**src/rtl/run_hit_counter_if.sv**
```systemverilog
// run_hit_counter_if: frame control, the qualified hit stream, and the
// valid/ready result handshake for run_hit_counter.
// The slave modport is the counter; the master modport is the stimulus/consumer side.
interface run_hit_counter_if #(
  parameter int CNT_W = 8
);
  logic             start;
  logic             en;
  logic             hit_in;
  logic [CNT_W-1:0] count_out;
  logic             count_valid;
  logic             count_ready;
  logic             busy;
  logic             ovf;

  modport slave (
    input  start, en, hit_in, count_ready,
    output count_out, count_valid, busy, ovf
  );

  modport master (
    output start, en, hit_in, count_ready,
    input  count_out, count_valid, busy, ovf
  );
endinterface

```
**src/rtl/run_hit_counter.sv**
```systemverilog
// run_hit_counter: counts run-detector hits over a frame of FRAME_LEN
// qualified bits and holds the total on a valid/ready handshake until it is
// accepted.
// Optional feature macro: RHC_SATURATE_EN. When it is defined, totals
// saturate at 2^CNT_W-1 and ovf flags a saturated frame. When it is not
// defined, totals wrap and ovf is held at 0.
module run_hit_counter #(
  parameter int FRAME_LEN = 16,
  parameter int CNT_W     = 8
) (
  input  logic               clk,
  input  logic               rst,
  run_hit_counter_if.slave   bus
);
  localparam int BW = (FRAME_LEN > 1) ? $clog2(FRAME_LEN) : 1;
  localparam logic [BW-1:0] LAST = BW'(FRAME_LEN - 1);

  typedef enum logic [1:0] {S_IDLE, S_COUNT, S_DONE} state_t;

  state_t           r_state;
  logic [BW-1:0]    r_bit_cnt;
  logic [CNT_W-1:0] r_hit_cnt;
  logic [CNT_W-1:0] r_count_out;
  logic             r_count_valid;
  logic             r_busy;
  logic [CNT_W-1:0] w_next;

`ifdef RHC_SATURATE_EN
  logic             r_sat;
  logic             r_ovf;
  logic [CNT_W:0]   w_sum;
  logic             w_carry;

  // Running total plus the current bit; the carry out means the total has
  // passed the top of the range, so the total is clamped to all ones.
  always_comb begin
    w_sum   = {1'b0, r_hit_cnt} + {{CNT_W{1'b0}}, bus.hit_in};
    w_carry = w_sum[CNT_W];
    w_next  = w_carry ? {CNT_W{1'b1}} : w_sum[CNT_W-1:0];
  end
`else
  // Running total plus the current bit, wrapping modulo 2^CNT_W.
  always_comb begin
    w_next = r_hit_cnt + CNT_W'(bus.hit_in);
  end
`endif

  // Frame control FSM with registered outputs.
  always_ff @(posedge clk or posedge rst) begin
    if (rst) begin
      r_state       <= S_IDLE;
      r_bit_cnt     <= '0;
      r_hit_cnt     <= '0;
      r_count_out   <= '0;
      r_count_valid <= 1'b0;
      r_busy        <= 1'b0;
`ifdef RHC_SATURATE_EN
      r_sat         <= 1'b0;
      r_ovf         <= 1'b0;
`endif
    end else begin
      case (r_state)
        S_IDLE: begin
          // en/hit_in in the start cycle are not counted.
          if (bus.start) begin
            r_state   <= S_COUNT;
            r_busy    <= 1'b1;
            r_bit_cnt <= '0;
            r_hit_cnt <= '0;
`ifdef RHC_SATURATE_EN
            r_sat     <= 1'b0;
`endif
          end
        end
        S_COUNT: begin
          if (bus.en) begin
            if (r_bit_cnt == LAST) begin
              r_count_out   <= w_next;
              r_count_valid <= 1'b1;
              r_busy        <= 1'b0;
              r_state       <= S_DONE;
`ifdef RHC_SATURATE_EN
              r_ovf         <= r_sat | w_carry;
`endif
            end else begin
              r_bit_cnt <= r_bit_cnt + BW'(1);
              r_hit_cnt <= w_next;
`ifdef RHC_SATURATE_EN
              r_sat     <= r_sat | w_carry;
`endif
            end
          end
        end
        S_DONE: begin
          // The result is held until the consumer accepts it; start is
          // ignored even in the accept cycle.
          if (bus.count_ready) begin
            r_count_valid <= 1'b0;
            r_state       <= S_IDLE;
`ifdef RHC_SATURATE_EN
            r_ovf         <= 1'b0;
`endif
          end
        end
        default: r_state <= S_IDLE;
      endcase
    end
  end

  assign bus.count_out   = r_count_out;
  assign bus.count_valid = r_count_valid;
  assign bus.busy        = r_busy;
`ifdef RHC_SATURATE_EN
  assign bus.ovf         = r_ovf;
`else
  assign bus.ovf         = 1'b0;
`endif

endmodule

```
**src/flat_wrapper.sv**
```systemverilog
// flat-port wrapper written by rule: the top's interface ports become plain ports
module run_hit_counter_flat 
#(
  parameter int FRAME_LEN = 16,
  parameter int CNT_W     = 8
)
  (clk, rst, bus_start, bus_en, bus_hit_in, bus_count_ready, bus_count_out, bus_count_valid, bus_busy, bus_ovf);
  run_hit_counter_if #(.CNT_W(CNT_W)) bus_i ();
  input  logic clk;
  input  logic rst;
  input wire logic [$bits(bus_i.start)-1:0] bus_start;
  input wire logic [$bits(bus_i.en)-1:0] bus_en;
  input wire logic [$bits(bus_i.hit_in)-1:0] bus_hit_in;
  input wire logic [$bits(bus_i.count_ready)-1:0] bus_count_ready;
  output wire logic [$bits(bus_i.count_out)-1:0] bus_count_out;
  output wire logic [$bits(bus_i.count_valid)-1:0] bus_count_valid;
  output wire logic [$bits(bus_i.busy)-1:0] bus_busy;
  output wire logic [$bits(bus_i.ovf)-1:0] bus_ovf;
  assign bus_i.start = bus_start;
  assign bus_i.en = bus_en;
  assign bus_i.hit_in = bus_hit_in;
  assign bus_i.count_ready = bus_count_ready;
  assign bus_count_out = bus_i.count_out;
  assign bus_count_valid = bus_i.count_valid;
  assign bus_busy = bus_i.busy;
  assign bus_ovf = bus_i.ovf;
  run_hit_counter #(.FRAME_LEN(FRAME_LEN), .CNT_W(CNT_W)) u_core (.clk(clk), .rst(rst), .bus(bus_i));
endmodule
```
**config.mk**
```make
export PLATFORM = sky130hd
export DESIGN_NAME = run_hit_counter_flat
export DESIGN_NICKNAME = d
export VERILOG_FILES = /design/src/rtl/run_hit_counter_if.sv /design/src/rtl/run_hit_counter.sv /design/src/flat_wrapper.sv
export SDC_FILE = /design/constraint.sdc
export NUM_CORES = 1
export LEC_CHECK = 0
export BUFFER_PORTS_ARGS = -buffer_cell sky130_fd_sc_hd__buf_2
export CAP_MARGIN = 10
export CORE_ASPECT_RATIO = 2
export CORE_MARGIN = 2
export CORE_UTILIZATION = 34
export CTS_CLUSTER_SIZE = 28
export DETAILED_ROUTE_END_ITERATION = 8
export GPL_TIMING_DRIVEN = 0
export SETUP_SLACK_MARGIN = 0.15
export SYNTH_ARGS = -nofsm -noshare
export SYNTH_HDL_FRONTEND = slang
export SYNTH_SLANG_ARGS = --single-unit
```
**constraint.sdc**
```tcl
create_clock -name clk -period 2.05 [get_ports clk]
set_input_delay 0.41 -clock clk [delete_from_list [all_inputs] [get_ports clk]]
set_output_delay 0.41 -clock clk [all_outputs]
set_load 0.02 [all_outputs]
```
==> flow_summary_export.csv <==
group,metric,value,unit
grt,antenna_found_initial,0,
grt,grt_pass1_vias,936,
synthesis,async_reset_ff_share,100,%
timing,drv_slew,0,
clock_network,cts.sinks,24,
detailed_routing,vias_per_cell,4.94,
setup_path,endpoint_kind,"flop",
setup_path,ff2ff_path_depth,4,
layout,drive_gt1_share,25.5,%
timing,finalCriticalPeriod,1.65,ns
synthesis,netlist_instances,122,
synthesis,yosysSeqAreaShare,46.7,%
timing,tightest_slew,0.893,ns
clock_network,ctsResizeCount,0,
run_status,status,"finished clean",
worst_hold_path,hp-class,"input pin to async pin",
grt,grt_pass1_wl,4330,um
synthesis,synth_ff_type,"dfrtp_1",
timing,finClkSkew,0.00217,ns
layout,syn2layout_area_growth,14.9,%
clock_network,cts_buffers,3,
detailed_routing,detail_route.wl_per_cell,12.6,um
pwr,p_leak,0.733,nW
detailed_routing,drt_wl_total,2390,um
floorplanning,ios,17,
floorplanning,core,3610,um^2
layout,antenna_cells,0,
clock_network,cts-htree-levels,1,
pwr,power_density,1210,nW/um^2
layout,mostFrequentLayoutCells,"dfrtp_1, buf_2, nor2_1",
floorplanning,rows,31,
timing,hold_viol,0,
grt,overflow,0,
detailed_routing,drc_errors,0,
clock_network,clk_pin_slew,0.08,ns
synthesis,syn-num-nets,131,
detailed_routing,met3_wirelength,55,um
detailed_routing,dr_wl_met2,1320,um
clock_network,postCtsSetupBuffers,0,
timing,hold_ws,0.322,ns
detailed_routing,m1WireLength,975,um
clock_network,clock_latency,0.26,ns
layout,utilization,40.9,%
grt,grt_max_degree,25,
clock_network,cts-hold-fix-buffers,0,
detailed_routing,vias,939,
pwr,ir_worst_vdd,570,uV
timing,relSlewSlack,40.4,%
placed_design,dpl.hpwl,1820,um
detailed_routing,antenna_left,0,
timing,setup_violations,0,
setup_path,reg2reg_from,"u_core.r_bit_cnt[0]",
detailed_routing,firstDrtPassIters,4,
timing,period_share,80.6,%
setup_path,reg2reg_to,"u_core.bus.count_out[1]",
setup_path,worstPathRequired,2.20,ns
synthesis,netlist_area,1280,um^2
floorplanning,die_h,90.9,um
synthesis,synth.distinct_cells,40,
floorplanning,die_area,4320,um^2
job,max-cap-violations,0,
grt,grt_usage,13.5,%
timing,max_clock_freq,606,MHz
setup_path,cp_max_fo,5,
timing,rsz0062_at_grt,"no",
synthesis,synth_warnings,0,
setup_path,r2r_setup_slack,0.40,ns
clock_network,cts-root-buf,"clkbuf_8",
setup_path,cp.arrival,1.80,ns
synthesis,ys_ff_latch,24,
setup_path,critPathLaunchType,"flop",
detailed_routing,top_layer,"met4",
layout,final_common_cell,"dfrtp_1",
clock_network,cts_tree,"yes",
layout,final_nets,151,
setup_path,setup.worst_path.class,"flop to flop",
synthesis,synth-edff-count,0,
floorplanning,fp.dieW,47.5,um
floorplanning,initial_core_util,35.6,%
detailed_routing,first_iter_violations,16,
clock_network,clockBufferDepth,2,
timing,final.setup.tns,0,ns
placed_design,gp_congestion,0.739,
synthesis,synth.avg_cell_area,10.5,um^2
placed_design,port_buffers,15,
[final cells by class]
type | instances | area [um^2]
fill | 369 | 2130
multi-input combinational | 88 | 627
sequential | 24 | 601
timing repair buffer | 15 | 75.1
tap | 49 | 61.3
clock buffer | 4 | 55.1
buffer | 4 | 35.0
inverter | 6 | 22.5
[logic make-up after synthesis]
family,after synthesis,synth area share (%)
compound gates,31,17.1
flops,24,46.7
fa+ha+maj,3,2.92
buf+inv,10,4.48
simple gates,42,20.2
mux,5,4.19
xor+xnor,6,4.09
other cells,1,0.292
[critical path, cell delays in order, from the launching register on]
cell      delay [ns]
dfrtp_1         0.41
ha_1            0.32
nand4b_2        0.23
nor2_4          0.23
mux2_2          0.36
[power by group]
part	internal (mW)	switching (mW)	leakage (nW)	total (mW)
Clock	0.171	0.146	0.0288	0.317
Combinational	0.308	0.411	0.401	0.719
Sequential	0.633	0.117	0.303	0.750
Total	1.11	0.673	0.733	1.79
[Yosys cell counts, types with 2 or more instances]
cell type	n	share of area (%)
o21ai_0	5	1.9
a32o_1	2	1.6
inv_1	6	1.8
o21ai_1	4	1.6
a21oi_2	4	2.7
nor3_1	3	1.2
mux2i_1	2	1.6
xnor2_1	5	3.4
and3_1	5	2.4
nor3b_1	3	1.8
dfrtp_1	24	47
nor2_1	11	3.2
a21oi_1	5	1.9
nand3_1	4	1.6
buf_6	2	1.8
ha_1	3	2.9
a22o_1	3	2.0
a21o_1	3	1.8
mux2_2	2	1.8
nand2_1	6	1.8
[per-layer routing]
layer / GRT usage, % / up-vias
met5: 0 / -
met3: 1.79 / 4
met4: 4.86 / 0
met2: 21.6 / 14
met1: 17.7 / 444
li1: - / 477
[per-stage QoR]
step           area (um^2)  total power, mW  std cells  setup slack (ns)
2_1_floorplan         1280             1.29        122             0.582
3_3_place_gp          1420             1.47        186             0.396
3_5_place_dp          1420             1.49        186             0.395
4_1_cts               1480             1.81        190             0.378
5_1_grt               1480             1.94        190             0.272
6_report              1480             1.79        190             0.399
[registers in the layout, summed over array words and instances (netlist names)]
register,flops
u_core.bus.count_out,8
u_core.r_hit_cnt,8
u_core.r_bit_cnt,4
u_core.r_state,2
u_core.bus.busy,1
u_core.bus.count_valid,1
[worst max-delay path by stage]
stage,startpoint,endpoint,slack (ns)
3_5_place_dp,u_core.r_bit_cnt[0],u_core.bus.count_out[1],0.40
5_1_grt,u_core.r_bit_cnt[0],u_core.bus.count_out[1],0.27
3_3_place_gp,u_core.r_bit_cnt[0],u_core.bus.count_out[1],0.40
2_1_floorplan,u_core.r_bit_cnt[0],u_core.r_hit_cnt[4],0.58
4_1_cts,u_core.r_bit_cnt[0],u_core.bus.count_out[1],0.38
6_report,u_core.r_bit_cnt[0],u_core.bus.count_out[1],0.40
Power figures use the tool's default switching activity.
